## src/rtl/branch_predict_unit.sv

```systemverilog
// Bimodal branch predictor: a table of 2-bit saturating counters indexed by halfword PC,
// with branch-condition evaluation, a registered mispredict pulse and saturating statistics.
module branch_predict_unit #(
    parameter int ENTRIES = 64,
    parameter int PC_W    = 32,
    parameter int CNT_W   = 16
) (
    input  logic             clk,
    input  logic             rst,
    input  logic [PC_W-1:0]  lookup_pc,
    output logic             pred_taken,
    input  logic             res_valid,
    input  logic             res_branch,
    input  logic [PC_W-1:0]  res_pc,
    input  logic [2:0]       res_func3,
    input  logic             s,
    input  logic             z,
    input  logic             c,
    input  logic             v,
    input  logic             res_pred,
    output logic             taken,
    output logic             mispredict,
    input  logic             clr_stats,
    output logic [CNT_W-1:0] stat_branches,
    output logic [CNT_W-1:0] stat_mispredicts
);

    localparam int IDX_W = $clog2(ENTRIES);

    logic [1:0]       table_r [ENTRIES];
    logic [IDX_W-1:0] lookup_idx_s;
    logic [IDX_W-1:0] res_idx_s;
    logic             cond_s;
    logic             func3_ok_s;
    logic             res_ok_s;
    logic             taken_s;
    logic             mispred_s;
    logic             mispredict_r;
    logic [CNT_W-1:0] branches_r;
    logic [CNT_W-1:0] mispredicts_r;
    logic             unused_s;

    // Counter moves one step toward the resolved direction, pinned at both ends.
    function automatic logic [1:0] ctr_next(input logic [1:0] cur, input logic dir);
        logic [1:0] nxt;
        if (dir) begin
            nxt = (cur == 2'b11) ? 2'b11 : cur + 2'b01;
        end else begin
            nxt = (cur == 2'b00) ? 2'b00 : cur - 2'b01;
        end
        return nxt;
    endfunction

    // Statistics counters stop at all-ones rather than wrapping.
    function automatic logic [CNT_W-1:0] sat_inc(input logic [CNT_W-1:0] cur);
        logic [CNT_W-1:0] nxt;
        if (&cur) begin
            nxt = cur;
        end else begin
            nxt = cur + {{(CNT_W-1){1'b0}}, 1'b1};
        end
        return nxt;
    endfunction

    // Bit 0 is dropped so compressed (halfword-aligned) branches get distinct entries.
    assign lookup_idx_s = lookup_pc[IDX_W:1];
    assign res_idx_s    = res_pc[IDX_W:1];
    assign unused_s     = ^{lookup_pc[PC_W-1:IDX_W+1], lookup_pc[0],
                            res_pc[PC_W-1:IDX_W+1], res_pc[0]};

    // Read the pre-update table contents; a same-cycle update shows up next cycle.
    assign pred_taken = table_r[lookup_idx_s][1];

    // Branch condition decode from the compare flags.
    always_comb begin
        cond_s     = 1'b0;
        func3_ok_s = 1'b1;
        case (res_func3)
            3'b000:  cond_s = z;
            3'b001:  cond_s = ~z;
            3'b100:  cond_s = (s != v);
            3'b101:  cond_s = (s == v);
            3'b110:  cond_s = ~c;
            3'b111:  cond_s = c;
            default: begin
                cond_s     = 1'b0;
                func3_ok_s = 1'b0;
            end
        endcase
    end

    assign res_ok_s  = res_valid & res_branch & func3_ok_s;
    assign taken_s   = res_ok_s & cond_s;
    assign mispred_s = res_ok_s & (taken_s != res_pred);
    assign taken     = taken_s;

    // Prediction table: every entry starts weakly not-taken.
    always_ff @(posedge clk or posedge rst) begin
        if (rst) begin
            for (int i = 0; i < ENTRIES; i++) begin
                table_r[i] <= 2'b01;
            end
        end else if (res_ok_s) begin
            table_r[res_idx_s] <= ctr_next(table_r[res_idx_s], taken_s);
        end else begin
            table_r[res_idx_s] <= table_r[res_idx_s];
        end
    end

    // One-cycle mispredict pulse for the resolution seen on the previous edge.
    always_ff @(posedge clk or posedge rst) begin
        if (rst) begin
            mispredict_r <= 1'b0;
        end else begin
            mispredict_r <= mispred_s;
        end
    end

    // Resolved-branch and mispredict statistics; clearing wins over counting.
    always_ff @(posedge clk or posedge rst) begin
        if (rst) begin
            branches_r    <= {CNT_W{1'b0}};
            mispredicts_r <= {CNT_W{1'b0}};
        end else if (clr_stats) begin
            branches_r    <= {CNT_W{1'b0}};
            mispredicts_r <= {CNT_W{1'b0}};
        end else begin
            if (res_ok_s) begin
                branches_r <= sat_inc(branches_r);
            end else begin
                branches_r <= branches_r;
            end
            if (mispred_s) begin
                mispredicts_r <= sat_inc(mispredicts_r);
            end else begin
                mispredicts_r <= mispredicts_r;
            end
        end
    end

    assign mispredict       = mispredict_r;
    assign stat_branches    = branches_r;
    assign stat_mispredicts = mispredicts_r;

endmodule

```

## config.mk

```make
export PLATFORM = sky130hd
export DESIGN_NAME = branch_predict_unit
export DESIGN_NICKNAME = d
export VERILOG_FILES = /design/src/rtl/branch_predict_unit.sv
export SDC_FILE = /design/constraint.sdc
export NUM_CORES = 1
export LEC_CHECK = 0
export CELL_PAD_IN_SITES_DETAIL_PLACEMENT = 1
export CELL_PAD_IN_SITES_GLOBAL_PLACEMENT = 1
export CORE_UTILIZATION = 35
export DETAILED_ROUTE_END_ITERATION = 7
export PLACE_DENSITY_LB_ADDON = 0.2
export SETUP_SLACK_MARGIN = 0.5
export SLEW_MARGIN = 25
export SYNTH_ARGS = -nofsm -noshare
export SYNTH_HDL_FRONTEND = slang
export SYNTH_SLANG_ARGS = --single-unit
```

## constraint.sdc

```tcl
create_clock -name clk -period 7.2 [get_ports clk]
set_input_delay 1.44 -clock clk [delete_from_list [all_inputs] [get_ports clk]]
set_output_delay 1.44 -clock clk [all_outputs]
set_load 0.02 [all_outputs]
```

==> flow_metrics.env, run 1 <==
export IMPL_die_y_um=163
export IMPL_synth_edff_count=0
export IMPL_p_sw_frac=0.295
export IMPL_gp_congestion=0.770
export IMPL_cts_hold_buf=0
export IMPL_top_layer="met4"
export IMPL_cts_tree="yes"
export IMPL_synthArstFlopShare=1.00
export IMPL_required_ns=5.76
export IMPL_finalSetupTns_ns=0
export IMPL_muxShareOfSynthArea=0.128
export IMPL_clk_pin_slew_ns=0.07
export IMPL_layout_common_cells="145 x a21oi_1, 133 x nand2_1, 102 x nor2_1, 97 x dfrtp_1, 64 x dfstp_2"
export IMPL_cts_root_buf="clkbuf_16"
export IMPL_start_util=0.358
export IMPL_drt_initial_drc_count=347
export IMPL_diodes=0
export IMPL_synth_warnings=0
export IMPL_skew_ns=0.0119
export IMPL_cpMostUsedCell="mux4_2"
export IMPL_cp_arrival_ns=4.51
export IMPL_dr_wl_met3_um=953
export IMPL_max_stage_delay_ns=0.89
export IMPL_p_sw_uw=758
export IMPL_synth_seq_area_share=0.454
export IMPL_io_pin_count=112
export IMPL_vias=7337
export IMPL_grt_pass1_wl_mm=45.1
export IMPL_synthAdderAreaFrac=0.00277
export IMPL_grt_remaining_overflow=0
export IMPL_synthSimpleGateAreaFrac=0.189
export IMPL_hold_depth=2
export IMPL_synth_top_area_frac=0.268
export IMPL_slew_headroom=0.316
export IMPL_pre_cts_ws_ns=1.26
export IMPL_wire_per_inst_um=21.3
export IMPL_grt_antenna_before_repair=0
export IMPL_clkPwrFrac=0.374
export IMPL_period_needed_ns=5.95
export IMPL_cts_made_buffers=17
export IMPL_fin_nets=1043
export IMPL_timing_worst_setup_path_type="input port to output port"
export IMPL_slowest_stage="clkdlybuf4s50_1"
export IMPL_grt_pass1_vias=7781
export IMPL_drc=0
export IMPL_hold_violations=0
export IMPL_syn_area_mm2=0.00904
export IMPL_synth_seq_cells=161
export IMPL_synth_top_cells_by_area="dfrtp_1 27%, dfstp_2 19%, mux4_2 10%"
export IMPL_syn_area_per_cell_um2=9.65
export IMPL_post_cts_resized=0
export IMPL_ant_nets=0
export IMPL_die_w_um=163
export IMPL_critical_path_startpoint_type="input port"
export IMPL_via_per_inst=5.61
export IMPL_internal_power_mw=1.82
export IMPL_total_leakage_power_nw=4.11
export IMPL_m1WireLength_mm=13.7
export IMPL_p_per_area_mw_per_mm2=246
export IMPL_rows=58
export IMPL_dieArea_mm2=0.0265
export IMPL_worst_slack_ns=1.25
export IMPL_cp_depth=6
export IMPL_grt_use_total=0.223
export IMPL_portBuffers=59
export IMPL_final_common_cell="a21oi_1"
export IMPL_status="finished clean"
export IMPL_irDropWorstVdd_uv=124
export IMPL_synth_compound_area_frac=0.155
export IMPL_setup_viol=0
export IMPL_utilization=0.414
export IMPL_met2_length_mm=12.8
export IMPL_reg2reg_depth=8
export IMPL_rsz0062_at_grt="no"
export IMPL_netlist_instances=937
export IMPL_min_period_over_period=0.827
export IMPL_drv_cap=0
export IMPL_path_buf_inv=3
export IMPL_htree_num_levels=4
export IMPL_hpwl_mm=17.2
export IMPL_core_area_mm2=0.0253
export IMPL_critPathMaxFanout=9
export IMPL_p_seq_frac=0.458
export IMPL_netlist_cell_type_count=64
export IMPL_syn_nets=1016
export IMPL_worst_pin_slew_ns=1.03
export IMPL_drt_pass1_iterations=5
export IMPL_critical_path_cell_chain="clkdlybuf4s50_1 > buf_4 > mux4_2 > mux4_2 > mux4_2 > clkdlybuf4s50_1"
export IMPL_wl_mm=27.8
export IMPL_slew_violations=0
export IMPL_synth_main_ff_cell="dfrtp_1"
export IMPL_hold_path_class="register to register"
export IMPL_yosysTopAreaCell="dfrtp_1"
export IMPL_grt_max_degree=81
export IMPL_comb_power_share=0.169
export IMPL_max_clock_freq_ghz=0.168
export IMPL_synth_top_family_by_area="simple AND/OR/NAND/NOR gates"
export IMPL_crit_path_end_kind="output port"
export IMPL_clock_sinks=161
export IMPL_postCtsSetupRepairBufs=0
export IMPL_synth_xor_area_frac=0.0275
export IMPL_syn_to_final_growth_pct=15.6
export IMPL_clockBufferDepth=2
export IMPL_drive_above_1_share=0.182
export IMPL_crit_family="buffers and inverters"
export IMPL_clkLatencyLatePin_ns=0.44
## power by group through the flow
stage	logic (mW)	registers [mW]	clock network, mW
floorplan	0.328	1.16	0
global placement	0.424	1.19	0
detailed placement	0.437	1.19	0
CTS	0.440	1.18	0.987
global route	0.482	1.20	1.02
finish	0.434	1.18	0.961
## final timing paths
check                                          end                     from  slack, ns
max                                     pred_taken             lookup_pc[2]       1.25
min                        table_r[66]$_DFFE_PP1P_  table_r[66]$_DFFE_PP1P_       0.51
max in group asynchronous  table_r[15]$_DFFE_PP0P_                      rst       4.56
min in group asynchronous  table_r[71]$_DFFE_PP0P_                      rst       1.53
max reg2reg                table_r[45]$_DFFE_PP0P_  table_r[47]$_DFFE_PP0P_       3.90
min reg2reg                table_r[66]$_DFFE_PP1P_  table_r[66]$_DFFE_PP1P_       0.51
## logic make-up after synthesis
group                    after synthesis
AO/OA/AOI/OAI                        247
XOR/XNOR                              26
adder cells (fa/ha/maj)                2
buffers and inverters                 80
flip-flops                           161
multiplexers                          64
AND/OR/NAND/NOR                      357
## registers in the layout, summed over array words and instances, names as in the netlist
register,count
stat_branches,16
mispredict,1
stat_mispredicts,16
table_r,128
## worst min-delay path, cell delays in order (launching register included)
cell	delay, ns
dfstp_2	0.37
nor2_1	0.09
a21oi_1	0.05
## layer usage
metal | vias to the layer above | GRT usage
met1 | 3775 | 0.316
met2 | 143 | 0.355
li1 | 3398 | -
met3 | 21 | 0.0374
met4 | 0 | 0.0540
met5 | - | 0
## layout make-up
class / count / area (um^2)
sequential: 161 / 4110
tap: 330 / 413
clock buffer: 18 / 439
inverter: 8 / 35.0
multi-input combinational: 696 / 4560
clock inverter: 14 / 166
timing repair buffer: 80 / 733
fill: 2868 / 14800
## Yosys cell counts, drive strengths merged, types with 9 or more instances
| cell | n |
|---|---|
| a21oi | 146 |
| nand2 | 133 |
| nor2 | 102 |
| dfrtp | 97 |
| o21ai | 65 |
| dfstp | 64 |
| clkbuf | 41 |
| mux4 | 41 |
| buf | 31 |
| nor3b | 26 |
| nand3 | 24 |
| mux2i | 21 |
| xnor2 | 13 |
| xor2 | 12 |
| nand4 | 10 |
| or3 | 9 |
## stage by stage
| stage | cell area (um^2) | total power, mW | instances | hold slack, ns |
|---|---|---|---|---|
| 2_1_floorplan | 9040 | 1.49 | 937 | 0.458 |
| 3_3_place_gp | 9850 | 1.61 | 1275 | 0.483 |
| 3_5_place_dp | 9850 | 1.63 | 1275 | 0.496 |
| 4_1_cts | 10500 | 2.60 | 1307 | 0.508 |
| 5_1_grt | 10500 | 2.70 | 1307 | 0.521 |
| 6_report | 10500 | 2.57 | 1307 | 0.508 |
Note: power is estimated with default switching activity, not from simulation.
==> run 2: changes to the inputs <==
- clock period: 7.2 -> 5 ns (I/O delays scaled with it)
==> flow_metrics.env, run 2 (same netlist as run 1, synthesis figures left out) <==
export IMPL_status="finished clean"
export IMPL_cp_arrival_ns=3.27
export IMPL_hpwl_mm=17.5
export IMPL_register_area_mm2=0.00411
export IMPL_multi_input_area_mm2=0.00456
export IMPL_drc=0
export IMPL_p_sw_mw=1.05
export IMPL_drv_cap=0
export IMPL_rsz0062_at_grt="no"
export IMPL_cts_tree="yes"
export IMPL_total_leakage_power_nw=4.20
export IMPL_timing_worst_setup_path_type="input port to output port"
export IMPL_syn_to_final_growth_pct=17.6
export IMPL_grt_pass1_wl_mm=45.1
export IMPL_min_period_over_period=0.855
export IMPL_die_y_um=163
export IMPL_required_ns=4.00
export IMPL_slew_violations=0
export IMPL_top_register="table_r"
export IMPL_crit_path_end_kind="output port"
export IMPL_critPathMaxFanout=8
export IMPL_grt_pass1_vias=7678
export IMPL_path_buf_inv=3
export IMPL_dp_cells=1286
export IMPL_pre_cts_ws_ns=0.171
export IMPL_cts_made_buffers=17
export IMPL_setup_viol=0
export IMPL_hold_path_class="register to register"
export IMPL_internal_power_mw=2.65
export IMPL_dpl_instance_area_mm2=0.0100
export IMPL_die_w_um=163
export IMPL_finalSetupTns_ns=0
export IMPL_worst_slack_ns=0.726
export IMPL_critical_path_startpoint_type="input port"
export IMPL_max_clock_freq_ghz=0.234
export IMPL_wire_per_inst_um=21.0
export IMPL_clkLatencyLatePin_ns=0.43
export IMPL_clkPwrFrac=0.368
export IMPL_max_stage_delay_ns=0.52
export IMPL_dieArea_mm2=0.0265
export IMPL_cpMostUsedCell="mux4_2"
export IMPL_period_needed_ns=4.27
export IMPL_p_seq_frac=0.460
export IMPL_stdcell_count=1319
export IMPL_ant_nets=0
export IMPL_drt_initial_drc_count=355
export IMPL_diodes=0
export IMPL_hold_violations=0
export IMPL_slew_headroom=0.276
export IMPL_p_per_area_mw_per_mm2=348
export IMPL_utilization=0.421
export IMPL_clock_sinks=161
export IMPL_drive_above_1_share=0.190
export IMPL_start_util=0.358
export IMPL_design_area_mm2=0.0106
export IMPL_gp_congestion=0.760
export IMPL_vias=7337
export IMPL_core_area_mm2=0.0253
export IMPL_grt_antenna_before_repair=0
export IMPL_comb_power_share=0.173
export IMPL_drt_pass1_iterations=6
export IMPL_cts_hold_buf=0
export IMPL_skew_ns=0.00777
export IMPL_via_per_inst=5.56
export IMPL_layout_common_cells="145 x a21oi_1, 133 x nand2_1, 102 x nor2_1, 97 x dfrtp_1, 64 x dfstp_2"
export IMPL_r2r_slack_ns=2.02
export IMPL_grt_remaining_overflow=0
export IMPL_cts_root_buf="clkbuf_16"
export IMPL_rows=58
export IMPL_grt_max_degree=162
export IMPL_portBuffers=59
export IMPL_largest_register_ffs=128
export IMPL_p_sw_frac=0.284
export IMPL_irDropWorstVdd_uv=209
export IMPL_wl_mm=27.7
export IMPL_worst_pin_slew_ns=1.09
export IMPL_clockBufferDepth=2
export IMPL_postCtsSetupRepairBufs=0
export IMPL_htree_num_levels=4
export IMPL_io_pin_count=112
export IMPL_grt_use_total=0.223
export IMPL_fin_nets=1055
export IMPL_final_common_cell="a21oi_1"
export IMPL_nFillCells=2871
export IMPL_slowest_stage="mux4_2"
export IMPL_critical_path_cell_chain="clkbuf_2 > bufbuf_16 > mux4_2 > mux4_2 > mux4_2 > dlygate4sd2_1"
export IMPL_crit_family="multiplexers"
export IMPL_clk_pin_slew_ns=0.07
[run 2: path summary, 6_finish.rpt]
path,start,endpoint,depth (start not counted)
hold / removal,table_r[36]$_DFFE_PP1P_,table_r[36]$_DFFE_PP1P_,2
setup reg to reg,table_r[39]$_DFFE_PP0P_,table_r[39]$_DFFE_PP0P_,8
setup / recovery,lookup_pc[1],pred_taken,6
max in group asynchronous,rst,stat_mispredicts[13]$_DFFE_PP0P_,3
hold reg to reg,table_r[36]$_DFFE_PP1P_,table_r[36]$_DFFE_PP1P_,2
min in group asynchronous,rst,stat_branches[13]$_DFFE_PP0P_,3
[run 2: repair_timing]
item,in CTS,in global routing
cloned,1,0
pin swaps,0,0
hold endpoints to repair,0,0
setup endpoints to repair,1,1
gates resized for setup,2,4
[run 2: power groups by stage]
stage / registers (mW) / clock network (mW) / logic, mW
CTS: 1.70 / 1.40 / 0.647
global placement: 1.72 / 0 / 0.624
global route: 1.73 / 1.45 / 0.714
finish: 1.70 / 1.36 / 0.639
detailed placement: 1.72 / 0 / 0.642
floorplan: 1.67 / 0 / 0.473
[run 2: layout make-up]
cell class                 count  share of cell area
multi-input combinational    696               0.429
inverter                       8             0.00318
sequential                   161               0.386
tap                          330              0.0388
clock inverter                12              0.0149
timing repair buffer          92              0.0868
clock buffer                  20              0.0411
[run 2: per-stage QoR]
stage / power [mW] / hold WS (ns)
3_3_place_gp: 2.34 / 0.484
3_5_place_dp: 2.36 / 0.495
6_report: 3.70 / 0.505
5_1_grt: 3.89 / 0.524
4_1_cts: 3.75 / 0.510
2_1_floorplan: 2.15 / 0.458
[run 2: tightest hold or removal path, delay by kind of cell (launching register included)]
family / cells / cell delay (ns)
and+or+nand+nor: 1 / 0.09
DFF: 1 / 0.37
AOI/OAI and AO/OA: 1 / 0.04
[run 2: layer usage]
metal | up-vias | wire length, um | global-route usage
li1 | 3426 | - | -
met1 | 3755 | 13100 | 0.319
met2 | 139 | 13200 | 0.355
met3 | 17 | 1180 | 0.0336
met4 | 0 | 269 | 0.0535
met5 | - | 0 | 0
==> run 3: changes to the inputs <==
- CELL_PAD_IN_SITES_DETAIL_PLACEMENT: 1 -> not set
- CELL_PAD_IN_SITES_GLOBAL_PLACEMENT: 1 -> not set
- HOLD_SLACK_MARGIN: not set -> 0.15
==> flow_metrics.env, run 3 (same netlist as run 1, synthesis figures left out) <==
export IMPL_grt_pass1_vias=7070
export IMPL_ant_nets=0
export IMPL_hold_violations=0
export IMPL_grt_busiest_layer="met2"
export IMPL_hold_path_class="register to register"
export IMPL_slew_headroom=0.342
export IMPL_rows=58
export IMPL_portBuffers=59
export IMPL_grt_max_degree=162
export IMPL_period_needed_ns=4.33
export IMPL_cts_tree="yes"
export IMPL_vias=7202
export IMPL_dieArea_mm2=0.0265
export IMPL_status="finished clean"
export IMPL_clockBufferDepth=2
export IMPL_wire_per_inst_um=19.1
export IMPL_diodes=0
export IMPL_min_period_over_period=0.867
export IMPL_final_common_cell="a21oi_1"
export IMPL_crit_path_end_kind="output port"
export IMPL_drive_above_1_share=0.189
export IMPL_die_y_um=163
export IMPL_syn_to_final_growth_pct=17.5
export IMPL_clk_pin_slew_ns=0.07
export IMPL_grt_antenna_before_repair=0
export IMPL_design_area_mm2=0.0106
export IMPL_critPathMaxFanout=8
export IMPL_drt_initial_drc_count=627
export IMPL_postCtsSetupRepairBufs=0
export IMPL_worst_pin_slew_ns=0.986
export IMPL_drt_pass1_iterations=6
export IMPL_wl_mm=25.2
export IMPL_critical_path_startpoint_type="input port"
export IMPL_htree_num_levels=4
export IMPL_via_per_inst=5.48
export IMPL_io_pin_count=112
export IMPL_grtUsageMet1=0.289
export IMPL_grt_pass1_wl_mm=40.5
export IMPL_skew_ns=0.0145
export IMPL_irDropWorstVdd_uv=205
export IMPL_core_area_mm2=0.0253
export IMPL_grt_use_total=0.200
export IMPL_p_per_area_mw_per_mm2=348
export IMPL_max_clock_freq_ghz=0.231
export IMPL_largest_register_ffs=128
export IMPL_gp_congestion=0.804
export IMPL_clkLatencyLatePin_ns=0.44
export IMPL_cts_root_buf="clkbuf_16"
export IMPL_grtUsageMet2=0.311
export IMPL_total_leakage_power_nw=4.20
export IMPL_die_w_um=163
export IMPL_dpl_instance_area_mm2=0.00999
export IMPL_grt_util_met3=0.0357
export IMPL_top_register="table_r"
export IMPL_clock_sinks=161
export IMPL_fin_nets=1050
export IMPL_slew_violations=0
export IMPL_finalSetupTns_ns=0
export IMPL_grt_remaining_overflow=0
export IMPL_layout_common_cells="145 x a21oi_1, 133 x nand2_1, 102 x nor2_1, 97 x dfrtp_1, 64 x dfstp_2"
export IMPL_timing_worst_setup_path_type="input port to output port"
export IMPL_nFillCells=2430
export IMPL_setup_viol=0
export IMPL_start_util=0.358
export IMPL_rsz0062_at_grt="no"
export IMPL_cp_arrival_ns=3.33
export IMPL_required_ns=4.00
export IMPL_cts_made_buffers=17
export IMPL_hpwl_mm=15.6
export IMPL_drc=0
export IMPL_drv_cap=0
## run 3: cell types whose count changed in the layout (fill, tap and decap cells not counted), sizes merged
cell           previous run  this run
clkinvlp                  6         1
bufinv                    3         2
clkdlybuf4s15             0         1
clkbuf                   21        18
dlymetal6s2s              1         0
inv                       9        17
dlygate4sd2               1         2
buf                      35        30
## run 3: worst max-delay path, cell delays in order
cell	delay, ns
dlygate4sd2_1	0.29
bufbuf_16	0.31
mux4_2	0.50
mux4_2	0.48
mux4_2	0.48
clkdlybuf4s15_2	0.27
## run 3: worst paths after layout
path	end	slack [ns]	cells after the start	from
setup / recovery	pred_taken	0.67	6	lookup_pc[1]
hold / removal	table_r[50]$_DFFE_PP1P_	0.50	2	table_r[50]$_DFFE_PP1P_
setup reg to reg	table_r[115]$_DFFE_PP0P_	2.02	8	table_r[47]$_DFFE_PP0P_
hold reg to reg	table_r[50]$_DFFE_PP1P_	0.50	2	table_r[50]$_DFFE_PP1P_
max in group asynchronous	table_r[105]$_DFFE_PP0P_	3.13	3	rst
min in group asynchronous	table_r[79]$_DFFE_PP0P_	1.18	3	rst
## run 3: metal layers
layer  up-vias  share of wire
li1       3434              -
met1      3585           0.49
met2       166           0.46
met3        17          0.042
met4         0         0.0086
met5         -              0
## run 3: metrics by stage
step / total power [mW] / hold WS [ns] / utilization / setup WS, ns / std cells
2_1_floorplan: 2.15 / 0.458 / - / 0.541 / 937
3_3_place_gp: 2.33 / 0.484 / 0.396 / 0.219 / 1281
3_5_place_dp: 2.34 / 0.492 / 0.396 / 0.183 / 1281
4_1_cts: 3.73 / 0.508 / 0.421 / 0.649 / 1314
5_1_grt: 3.87 / 0.528 / 0.421 / 0.609 / 1314
6_report: 3.69 / 0.504 / 0.421 / 0.667 / 1314
## run 3: power by group
group          leakage, nW  internal [mW]  switching, mW
Sequential            2.00           1.58          0.115
Combinational         1.90          0.279          0.348
Clock                0.300          0.768          0.602
## run 3: timing repair
action | in CTS | in global routing
resized for setup | 5 | 0
hold buffers | 0 | 0
setup endpoints to repair | 1 | 0
## run 3: layout make-up
| type | count | area, um^2 | share of cell area |
|---|---|---|---|
| tap | 330 | 413 | 0.0389 |
| inverter | 8 | 33.8 | 0.00318 |
| multi-input combinational | 696 | 4570 | 0.430 |
| sequential | 161 | 4110 | 0.387 |
| clock inverter | 14 | 164 | 0.0154 |
| timing repair buffer | 87 | 897 | 0.0845 |
| clock buffer | 18 | 439 | 0.0413 |
